**src/rtl/kyber_phase_sequencer_if.sv**
```systemverilog
// kyber_phase_sequencer_if: start/done handshake and phase-select bus between the sequencer and its environment
interface kyber_phase_sequencer_if #(parameter int ROW_W = 2);
  logic start, phase_done, phase_start, busy, done, err;
  logic [3:0] cstate;
  logic [ROW_W-1:0] row_idx;
  modport master(input start, phase_done, output cstate, phase_start, row_idx, busy, done, err);
  modport slave(output start, phase_done, input cstate, phase_start, row_idx, busy, done, err);
endinterface

```
**src/rtl/kyber_phase_sequencer.sv**
```systemverilog
// kyber_phase_sequencer: steps the Kyber512 encryption phases, loops PAcc..Reduce per row, aborts on a stalled engine
module kyber_phase_sequencer #(
  parameter int ROWS = 3,
  parameter int ROW_W = 2,
  parameter int TIMEOUT = 4095,
  parameter int TO_W = 12
) (
  input logic clk,
  input logic rst,
  kyber_phase_sequencer_if.master bus
);
  typedef enum logic [3:0] {IDLE, UNPACK, HASH, NTT, PACC, INTT, ADD, REDUCE, PACK} state_t;
  localparam logic [ROW_W-1:0] LAST = ROW_W'(ROWS - 1);
  localparam logic [TO_W-1:0] LIMIT = TO_W'(TIMEOUT);
  state_t state_q, state_d;
  logic [ROW_W-1:0] row_q, row_d;
  logic [TO_W-1:0] wd_q, wd_d;
  logic ps_q, ps_d, busy_q, busy_d, done_q, done_d, err_q, err_d;
  logic last_row, expired;
  assign last_row = row_q >= LAST;
  assign expired = (TIMEOUT != 0) && (wd_q >= LIMIT) && (state_q != IDLE);
  always_ff @(posedge clk) begin
    if (rst) begin
      state_q <= IDLE;
      row_q <= '0;
      wd_q <= '0;
      ps_q <= 1'b0;
      busy_q <= 1'b0;
      done_q <= 1'b0;
      err_q <= 1'b0;
    end else begin
      state_q <= state_d;
      row_q <= row_d;
      wd_q <= wd_d;
      ps_q <= ps_d;
      busy_q <= busy_d;
      done_q <= done_d;
      err_q <= err_d;
    end
  end
  always_comb begin
    state_d = state_q;
    if (state_q == IDLE) state_d = bus.start ? UNPACK : IDLE;
    else if (bus.phase_done)
      state_d = state_q == REDUCE ? (last_row ? PACK : PACC) :
                state_q == PACK ? IDLE : state_t'(state_q + 4'd1);
    else if (expired) state_d = IDLE;
  end
  // Row only advances on the Reduce->PAcc loop-back and is zero outside the row loop.
  always_comb begin
    row_d = !(state_d inside {PACC, INTT, ADD, REDUCE}) ? '0 :
            (state_q == REDUCE && state_d == PACC) ? row_q + 1'b1 : row_q;
    wd_d = (state_d != state_q || state_q == IDLE) ? '0 : wd_q + TO_W'(!(&wd_q));
    ps_d = state_d != state_q && state_d != IDLE;
    busy_d = state_d != IDLE;
    done_d = state_q == PACK && bus.phase_done;
    err_d = (state_q == IDLE && bus.start) ? 1'b0 : (expired && !bus.phase_done) ? 1'b1 : err_q;
  end
  assign bus.cstate = state_q;
  assign bus.row_idx = row_q;
  assign bus.phase_start = ps_q;
  assign bus.busy = busy_q;
  assign bus.done = done_q;
  assign bus.err = err_q;
endmodule
```
**src/flat_wrapper.sv**
```systemverilog
// flat-port wrapper written by rule: the top's interface ports become plain ports
module kyber_phase_sequencer_flat 
#(
  parameter int ROWS = 3,
  parameter int ROW_W = 2,
  parameter int TIMEOUT = 4095,
  parameter int TO_W = 12
)
  (clk, rst, bus_start, bus_phase_done, bus_cstate, bus_phase_start, bus_row_idx, bus_busy, bus_done, bus_err);
  kyber_phase_sequencer_if #(.ROW_W(ROW_W)) bus_i ();
  input logic clk;
  input logic rst;
  input wire logic [$bits(bus_i.start)-1:0] bus_start;
  input wire logic [$bits(bus_i.phase_done)-1:0] bus_phase_done;
  output wire logic [$bits(bus_i.cstate)-1:0] bus_cstate;
  output wire logic [$bits(bus_i.phase_start)-1:0] bus_phase_start;
  output wire logic [$bits(bus_i.row_idx)-1:0] bus_row_idx;
  output wire logic [$bits(bus_i.busy)-1:0] bus_busy;
  output wire logic [$bits(bus_i.done)-1:0] bus_done;
  output wire logic [$bits(bus_i.err)-1:0] bus_err;
  assign bus_i.start = bus_start;
  assign bus_i.phase_done = bus_phase_done;
  assign bus_cstate = bus_i.cstate;
  assign bus_phase_start = bus_i.phase_start;
  assign bus_row_idx = bus_i.row_idx;
  assign bus_busy = bus_i.busy;
  assign bus_done = bus_i.done;
  assign bus_err = bus_i.err;
  kyber_phase_sequencer #(.ROWS(ROWS), .ROW_W(ROW_W), .TIMEOUT(TIMEOUT), .TO_W(TO_W)) u_core (.clk(clk), .rst(rst), .bus(bus_i));
endmodule
```
**config.mk**
```make
export PLATFORM = sky130hd
export DESIGN_NAME = kyber_phase_sequencer_flat
export DESIGN_NICKNAME = d
export VERILOG_FILES = /design/src/rtl/kyber_phase_sequencer_if.sv /design/src/rtl/kyber_phase_sequencer.sv /design/src/flat_wrapper.sv
export SDC_FILE = /design/constraint.sdc
export NUM_CORES = 1
export LEC_CHECK = 0
export ABC_AREA = 1
export BUFFER_PORTS_ARGS = -buffer_cell sky130_fd_sc_hd__buf_2
export CAP_MARGIN = 20
export CELL_PAD_IN_SITES_DETAIL_PLACEMENT = 1
export CELL_PAD_IN_SITES_GLOBAL_PLACEMENT = 2
export CORE_ASPECT_RATIO = 0.8
export CORE_MARGIN = 2
export CORE_UTILIZATION = 34
export CTS_BUF_LIST = sky130_fd_sc_hd__clkbuf_4 sky130_fd_sc_hd__clkbuf_8
export CTS_CLUSTER_SIZE = 8
export DETAILED_ROUTE_END_ITERATION = 10
export PLACE_DENSITY_LB_ADDON = 0.3
export SLEW_MARGIN = 20
export SYNTH_ARGS = -nofsm -noshare
export SYNTH_HDL_FRONTEND = slang
export SYNTH_SLANG_ARGS = --single-unit
```
**constraint.sdc**
```tcl
create_clock -name clk -period 2.51 [get_ports clk]
set_input_delay 0.753 -clock clk [delete_from_list [all_inputs] [get_ports clk]]
set_output_delay 0.753 -clock clk [all_outputs]
set_load 0.1 [all_outputs]
```
==> results of run 1 <==
worst min-delay path: cells and delay by family (launching register included):
family,cells,cell delay (ps)
AOI/OAI and AO/OA,1,110
DFF,1,340
and+or+nand+nor,1,50
cell usage after synthesis, drive strengths merged, types with 2 or more instances:
library cell	instances	share of area (%)
a21oi	6	2.3
inv	21	6.1
nand3	20	8.1
ha	5	4.8
or2	2	0.96
nor2	35	13
nand4	2	0.96
nand2	50	16
xnor2	6	4.1
xor2	4	2.7
nor3	4	1.5
buf	4	2.9
dfxtp	22	34
worst paths after layout:
kind / from / slack [ps] / cells past startpoint / endpoint
min reg2reg: u_core.bus.row_idx[1] / 540 / 2 / u_core.bus.row_idx[1]
max reg2reg: u_core.bus.cstate[1] / 350 / 12 / u_core.wd_q[7]
max: u_core.bus.cstate[1] / 350 / 12 / u_core.wd_q[7]
min: u_core.bus.row_idx[1] / 540 / 2 / u_core.bus.row_idx[1]
cell families after synthesis:
group | Yosys count | share of synthesized area [%]
xor gates and xnor gates | 10 | 6.750
adders and majority gates | 5 | 4.822
DFF | 22 | 33.94
and+or+nand+nor | 114 | 41.76
AOI/OAI and AO/OA | 9 | 3.761
buffers and inverters | 25 | 8.968
routing by layer:
layer / vias up / global-route usage (%) / share of wire [%]
met1: 511 / 25.37 / 54
met2: 21 / 23.55 / 40
met5: - / 0 / 0
li1: 605 / - / -
met4: 0 / 4.762 / 1.4
met3: 6 / 3.571 / 4.8
report_power, final:
part | switching [mW] | internal, mW
clock | 0.123 | 0.140
combinational | 0.187 | 0.0526
sequential | 0.0186 | 0.363
cell type report:
class / count / area, um2 / share of cell area (%)
Multi-Input combinational cell: 138 / 740.7 / 51.57
Sequential cell: 22 / 441.7 / 30.75
Inverter: 21 / 78.83 / 5.488
Timing Repair Buffer: 13 / 65.06 / 4.530
Clock buffer: 4 / 55.05 / 3.833
Tap cell: 44 / 55.05 / 3.833
through the flow:
| stage | std cells | util, % | cell area (um2) |
|---|---|---|---|
| after global placement | 238 | 37.05 | 1381 |
| after detailed placement | 238 | 37.05 | 1381 |
| after CTS | 242 | 38.52 | 1436 |
| final | 242 | 38.52 | 1436 |
| after floorplan | 185 | - | 1299 |
| after global routing | 242 | 38.52 | 1436 |
registers in the layout, summed over array words and instances, names as in the netlist:
| name | count |
|---|---|
| u_core.bus.done | 1 |
| u_core.bus.row_idx | 2 |
| u_core.bus.cstate | 4 |
| u_core.bus.busy | 1 |
| u_core.bus.phase_start | 1 |
| u_core.bus.err | 1 |
| u_core.wd_q | 12 |
==> flow_summary.toml, run 1 <==
[outcome]
outcome = "finished, final reports clean"

[setup_path]
slowest_delay_ps = 460
cpMaxStageDelayCell = "dfxtp_1"
path_max_fanout = 12
path_cells = "inv_1 -> ha_1 -> nand2_2 -> nand2_1 -> nor2_1 -> nor2_2 -> nand2_1 -> nand2_1 -> nand3_1 -> nor2_4 -> nand2_2 -> nor2_1"
path_delay_family = "simple AND/OR/NAND/NOR gates"
crit_buf_inv = 1
setup.worst_path.class = "flip-flop to flip-flop"
required_ps = 2660
worstSetupStartpointType = "flip-flop"
worstPathArrival_ps = 2320
endpoint_kind = "flip-flop"
crit_top_cell = "nand2_1"

[detailed_routing]
drt-pass1-iter-count = 4
vias_per_cell = 4.723
post-route-drc-count = 0
routedWlPerCell_um = 13.39
vias = 1143
wirelength_um = 3241
drtAntennaViolNets = 0
drt_iter0_markers = 43

[placed_design]
place_ws_ps = 255.4
finalWeightedCongestion = 0.8457
port_buffers = 13
hpwl_um = 2511

[yosys]
synth_warnings = 0
synth.avg_cell_area_um2 = 7.013
synthCells = 185
netlist_area_um2 = 1297
synth_edf_count = 0
ys_ff_latch = 22
syn_nets = 194
synthFlopType = "dfxtp_1"
ys_seq_area_share_pct = 33.94
async_reset_ff_share_pct = 0
synthDistinctLibCells = 24

[timing]
rsz0062_at_grt = "false"
skew_ps = 2.772
relSlewSlack_pct = 67.71
tns_ps = 0
final_max_slew_viol_count = 0
timing.final.crit_share_pct = 86.12
hold_viol = 0
setup_viol = 0
tightest_slew_ps = 487.8
max_freq_mhz = 462.6
setup_ws_ps = 348.5
fin_crit_ps = 2162
hold_slack_ps = 539.9

[power_and_ir_drop]
leakage_nw = 0.5976
ir_drop_v = 0.0003928
power_density_nw_per_um2 = 615.4
finalPower_mw = 0.8839

[die]
fp-row-count = 20
fp.dieW_um = 73.07
initial_utilization_pct = 34.80
die_h_um = 59.26
core_area_um2 = 3729
ios = 14
die_area_um2 = 4329

[clocking]
clock_sink_count = 22
insertion_delay_ps = 270
cts_max_level = 1
cts_made_buffers = 3
clkTransAtPathRegs_ps = 80
cts_root_buffer = "clkbuf_8"
cts_tree = "yes"
cts_buffer_depth = 2
cts_hold_buf = 0
post_cts_buffers = 0
cts_resized = 0

[cells_and_area]
diodes = 0
drive_gt1_share_pct = 23.23
final_common_cell = "nand2_1"
final.fill_count = 490
areaGrowthSynthToFinish_pct = 10.70
num-nets-final = 208
mostFrequentLayoutCells = "nand2_1, nor2_1, dfxtp_1, nand3_1, inv_1"

[grt]
antenna_found_initial = 0
grt_first_pass_wirelength_um = 5444
grt_max_degree = 13
first_global_vias = 1136
grt_overflow = 0
track_usage_pct = 16.70

[job]
cap_violations = 0

[hold_path]
min_path_type = "flip-flop to flip-flop"
(Power assumes the default switching activity.)
==> run 2: changes to the inputs <==
--- a/config.mk
+++ b/config.mk
@@ -12,7 +12,7 @@
 export CELL_PAD_IN_SITES_GLOBAL_PLACEMENT = 2
 export CORE_ASPECT_RATIO = 0.8
 export CORE_MARGIN = 2
-export CORE_UTILIZATION = 34
+export CORE_UTILIZATION = 36
 export CTS_BUF_LIST = sky130_fd_sc_hd__clkbuf_4 sky130_fd_sc_hd__clkbuf_8
 export CTS_CLUSTER_SIZE = 8
 export DETAILED_ROUTE_END_ITERATION = 10
==> constraint.sdc (replaced) <==
create_clock -name clk -period 2.7 [get_ports clk]
set_input_delay 0.81 -clock clk [delete_from_list [all_inputs] [get_ports clk]]
set_output_delay 0.81 -clock clk [all_outputs]
set_load 0.1 [all_outputs]
==> run 2 against run 1 <==
  * Core utilization increased by 3.5 points
  * Clock power increased by 20%
  * Final cell count decreased by 0.83%
  * Power increased by 1.3%
  * Maximum frequency decreased by 4.2%
  * First-iteration DRC count increased by 4.7%
  * Global-route usage increased by 1.5 points
  * Setup slack improved by 95 ps
  * Highest routed layer unchanged
  * Die area decreased by 5.2%
  * Routed wire length increased by 3.7%
  * Via count increased by 3.3%
  * Sequential power decreased by 7.3%
  * Critical path type unchanged
==> flow_summary.toml, run 2 (synthesized netlist as in run 1, its figures left out) <==
[clocking]
cts_tree = "yes"
cts_root_buffer = "clkbuf_8"
cts_buffer_depth = 2
post_cts_buffers = 0
cts_resized = 0
clkTransAtPathRegs_ps = 90
cts_max_level = 1
insertion_delay_ps = 270
cts_made_buffers = 3
cts_hold_buf = 0
clock_sink_count = 22

[cells_and_area]
utilization_pct = 42.03
multi_input_area_um2 = 740.7
num-nets-final = 208
diodes = 0
drive_gt1_share_pct = 22.73
final_common_cell = "nand2_1"
regArea_um2 = 440.4
top_register = "u_core.wd_q"
final.fill_count = 454
largest_reg_flops = 12
areaGrowthSynthToFinish_pct = 11.67
mostFrequentLayoutCells = "nand2_1, nor2_1, dfxtp_1, nand3_1, inv_1"

[die]
fp-row-count = 19
core_area_um2 = 3447
fp.dieW_um = 71.12
die_area_um2 = 4103
die_h_um = 57.70
ios = 14
initial_utilization_pct = 37.64

[timing]
final_max_slew_viol_count = 0
relSlewSlack_pct = 67.60
setup_viol = 0
skew_ps = 3.413
tightest_slew_ps = 489.3
tns_ps = 0
fin_crit_ps = 2257
max_freq_mhz = 443.1
hold_viol = 0
rsz0062_at_grt = "false"
timing.final.crit_share_pct = 83.58

[grt]
grt_overflow = 0
antenna_found_initial = 0
track_usage_pct = 18.22
first_global_vias = 1190
grt_max_degree = 14
grt_first_pass_wirelength_um = 5885

[power_and_ir_drop]
p_seq_share_pct = 39.5
leakage_nw = 0.6042
switchingPower_mw = 0.3118
pwr-share-comb_pct = 25.3
ir_drop_v = 0.0003291
power_density_nw_per_um2 = 618.3
swShare_pct = 34.80
intPower_mw = 0.5841
clkPwrFrac_pct = 35.2

[setup_path]
worstSetupStartpointType = "flip-flop"
setup.worst_path.class = "flip-flop to flip-flop"
worstPathArrival_ps = 2410
reg2reg_depth = 12
critPathLaunch = "u_core.bus.cstate[0]"
ff2ff_setup_slack_ps = 440
r2r-start = "u_core.bus.cstate[0]"
path_max_fanout = 12
required_ps = 2850
crit_end = "u_core.wd_q[7]"
endpoint_kind = "flip-flop"
r2r_end = "u_core.wd_q[7]"

[detailed_routing]
post-route-drc-count = 0
drt-pass1-iter-count = 4
routedWlPerCell_um = 14.01
wirelength_um = 3362
vias = 1181
drtAntennaViolNets = 0
drt_iter0_markers = 45
dr_wl_met3_um = 117
top_layer = "met4"
vias_per_cell = 4.921
wl_met1_um = 1798
wl_met2_um = 1434

[job]
cap_violations = 0

[placed_design]
hpwl_um = 2703
finalWeightedCongestion = 0.8417
port_buffers = 13

[outcome]
outcome = "finished, final reports clean"

[hold_path]
min_path_type = "flip-flop to flip-flop"
[run 2: cell types whose count changed in the layout (fill, tap and decap cells not counted)]
cell / delta
clkbuf_8: -1
dfxtp_2: -1
dfxtp_1: +1
bufinv_16: +1
[run 2: how the worst min path moves through the flow]
stage | startpoint | depth (start not counted) | to
after floorplan | u_core.wd_q[5] | 2 | u_core.wd_q[5]
after global placement | u_core.bus.row_idx[0] | 2 | u_core.bus.row_idx[0]
after detailed placement | u_core.bus.row_idx[0] | 2 | u_core.bus.row_idx[0]
after CTS | u_core.bus.row_idx[0] | 2 | u_core.bus.row_idx[0]
after global routing | u_core.bus.err | 2 | u_core.bus.err
final | u_core.bus.row_idx[0] | 2 | u_core.bus.row_idx[0]
[run 2: power by group through the flow]
stage               logic (mW)  clock network (mW)  registers, mW
floorplan                0.114                   0          0.433
global placement         0.219                   0          0.361
detailed placement       0.226                   0          0.362
CTS                      0.228               0.321          0.354
global route             0.247               0.337          0.357
finish                   0.227               0.315          0.354
[run 2: critical path, stage by stage (launching register included)]
cell and delay (ps):
dfxtp_1 490, inv_1 130, ha_1 270, nand2_2 160
nand2_1 100, nor2_1 240, nor2_2 80, nand2_1 70
nand2_1 70, nand3_1 130, nor2_4 50, nand2_2 280
nor2_1 70
[run 2: metal layers]
| layer | vias up | track usage, % |
|---|---|---|
| li1 | 606 | - |
| met1 | 553 | 28.79 |
| met2 | 20 | 25.77 |
| met3 | 2 | 4.000 |
| met4 | 0 | 2.695 |
| met5 | - | 0 |
[run 2: layout make-up]
cell class / count / area share (%)
multi-input combinational: 138 / 51.12
sequential: 22 / 30.40
inverter: 21 / 5.440
timing repair buffer: 13 / 4.490
tap: 42 / 3.627
clock buffer: 3 / 2.850
clock inverter: 1 / 2.073
[run 2: through the flow]
stage          hold WS, ps  worst slack, ps  total power, mW  cells  instance area (um2)
6_report             541.8            443.2           0.8959    240                 1449
5_1_grt              593.0            188.1           0.9403    240                 1449
4_1_cts              548.3            439.2           0.9026    240                 1449
3_5_place_dp         535.3            426.1           0.5872    236                 1378
3_3_place_gp         522.2            457.0           0.5800    236                 1378
2_1_floorplan        528.0            185.5           0.5476    185                 1297
==> run 3: changes to the inputs <==
--- a/config.mk
+++ b/config.mk
@@ -12,7 +12,7 @@
 export CELL_PAD_IN_SITES_GLOBAL_PLACEMENT = 2
 export CORE_ASPECT_RATIO = 0.8
 export CORE_MARGIN = 2
-export CORE_UTILIZATION = 36
+export CORE_UTILIZATION = 34
 export CTS_BUF_LIST = sky130_fd_sc_hd__clkbuf_4 sky130_fd_sc_hd__clkbuf_8
 export CTS_CLUSTER_SIZE = 8
 export DETAILED_ROUTE_END_ITERATION = 10
==> constraint.sdc (replaced) <==
create_clock -name clk -period 2.1 [get_ports clk]
set_input_delay 0.63 -clock clk [delete_from_list [all_inputs] [get_ports clk]]
set_output_delay 0.63 -clock clk [all_outputs]
set_load 0.1 [all_outputs]
==> run 3 against run 2 <==
  * Highest routed layer unchanged
  * Register-to-register slack lost 290 ps
  * Global-route usage shrank 0.96 points
  * Core utilization down 1.1 points
  * Setup slack lost 290 ps
  * Critical endpoint unchanged
  * Critical path type unchanged
  * Non-clock buffer count rose by 3
  * Clock power up 30%
  * Die area is 5.5% higher
  * Largest cell class unchanged
==> flow_summary.toml, run 3 (synthesized netlist as in run 1, its figures left out) <==
[setup_path]
ff2ff_setup_slack_ps = 150
reg2reg_depth = 12
path_max_fanout = 12
endpoint_kind = "flip-flop"
worstSetupStartpointType = "flip-flop"
setup.worst_path.class = "flip-flop to flip-flop"
crit_end = "u_core.wd_q[7]"
r2r_end = "u_core.wd_q[7]"
required_ps = 2310
r2r-start = "u_core.bus.cstate[0]"
critPathLaunch = "u_core.bus.cstate[0]"
worstPathArrival_ps = 2160

[cells_and_area]
fin_area_um2 = 1525
final_common_cell = "nand2_1"
drive_gt1_share_pct = 30.85
mostFrequentLayoutCells = "nand2_1, nor2_1, nand3_1, inv_1, dfxtp_1"
top_register = "u_core.wd_q"
largest_reg_flops = 12
areaGrowthSynthToFinish_pct = 17.55
num-nets-final = 211
fin_cells = 245
diodes = 0

[power_and_ir_drop]
p_seq_share_pct = 38.4
pwr-share-comb_pct = 27.2
switchingPower_mw = 0.4167
power_density_nw_per_um2 = 778.8
swShare_pct = 35.08
leakage_nw = 0.6241
clkPwrFrac_pct = 34.4
ir_drop_v = 0.0003300
intPower_mw = 0.7712

[clocking]
cts_max_level = 1
cts_buffer_depth = 2
clkTransAtPathRegs_ps = 90
clock_sink_count = 22
insertion_delay_ps = 270
cts_tree = "yes"
cts_root_buffer = "clkbuf_8"
cts_made_buffers = 3

[placed_design]
finalWeightedCongestion = 0.8208
hpwl_um = 2635
place_ws_ps = -26.50
dp_cells = 239
place_area_um2 = 1398
port_buffers = 13

[hold_path]
min_path_type = "flip-flop to flip-flop"

[timing]
final_max_slew_viol_count = 0
fin_crit_ps = 1946
max_freq_mhz = 513.8
tightest_slew_ps = 488.7
skew_ps = 2.410
setup_ws_ps = 153.5
relSlewSlack_pct = 67.64
setup_viol = 0
hold_slack_ps = 509.4
hold_viol = 0
timing.final.crit_share_pct = 92.69

[die]
initial_utilization_pct = 34.80
fp.dieW_um = 73.07
ios = 14
die_h_um = 59.26
fp-row-count = 20
die_area_um2 = 4329
core_area_um2 = 3729

[detailed_routing]
drtAntennaViolNets = 0
drt_iter0_markers = 79
routedWlPerCell_um = 13.99
vias = 1197
drt-pass1-iter-count = 4
vias_per_cell = 4.886
post-route-drc-count = 0
wirelength_um = 3428

[grt]
antenna_found_initial = 0
grt_max_degree = 14
first_global_vias = 1181
track_usage_pct = 17.26
grt_first_pass_wirelength_um = 5706
grt_overflow = 0

[job]
cap_violations = 0

[outcome]
outcome = "finished, final reports clean"
run 3: cell types whose count changed in the layout (fill, tap and decap cells not counted), moves of 3 or more:
cell / before / now
dfxtp_1: 22 / 16
nor2_2: 11 / 14
dfxtp_2: 0 / 4
buf_4: 0 / 3
nor2_1: 22 / 19
run 3: worst max-delay path: stages, from the launching register on:
cell     delay (ps)
dfxtp_4         380
inv_1            90
ha_2            220
nand2_2         120
nand2_2         100
nor2_2           70
nor2_2          170
nand2_1          80
nand2_1          80
nand3_1         130
nor2_4          190
nand2_8         120
nor2_1          120
run 3: routing by layer:
metal  GRT usage (%)  up-vias  share of wire, %
li1                -      610                 -
met1           26.75      564                54
met2           24.71       19                42
met3           3.401        4               3.2
met4           3.175        0              0.67
met5               0        -                 0
run 3: through the flow:
stage	util (%)	setup TNS (ps)	power, mW
finish	40.91	0	1.188
global route	40.91	-7.722	1.244
CTS	39.53	0	1.173
detailed placement	37.48	-35.68	0.7618
global placement	37.48	0	0.7558
floorplan	-	0	0.7058
run 3: layout make-up:
type / instances / area (um2)
flip-flops and latches: 22 / 452.9
fillers: 492 / 2203
repair buffers: 16 / 87.58
well taps: 44 / 55.05
clock buffers: 3 / 41.29
clock inverters: 1 / 30.03
inverters: 21 / 78.83
multi-input cells: 138 / 779.5
run 3: power groups by stage:
stage	clock network, mW	registers (mW)	logic, mW
floorplan	0	0.559	0.147
finish	0.409	0.456	0.323
global placement	0	0.465	0.291
detailed placement	0	0.467	0.295
CTS	0.416	0.457	0.301
global route	0.433	0.459	0.352
run 3: worst min-delay path by stage:
| stage | from | end | slack, ps | cells past startpoint |
|---|---|---|---|---|
| after global routing | u_core.bus.row_idx[0] | u_core.bus.row_idx[0] | 540 | 2 |
| final | u_core.bus.row_idx[0] | u_core.bus.row_idx[0] | 510 | 2 |
| after CTS | u_core.bus.row_idx[1] | u_core.bus.row_idx[1] | 520 | 2 |
| after detailed placement | u_core.bus.row_idx[1] | u_core.bus.row_idx[1] | 500 | 2 |
| after floorplan | u_core.wd_q[5] | u_core.wd_q[5] | 530 | 2 |
| after global placement | u_core.bus.row_idx[1] | u_core.bus.row_idx[1] | 490 | 2 |
run 3: what timing repair did:
action,in CTS,in global routing
buffers inserted,0,2
cloned,0,0
gates resized for setup,1,10
hold buffers,0,0
setup endpoints to repair,5,14
pin swaps,0,3
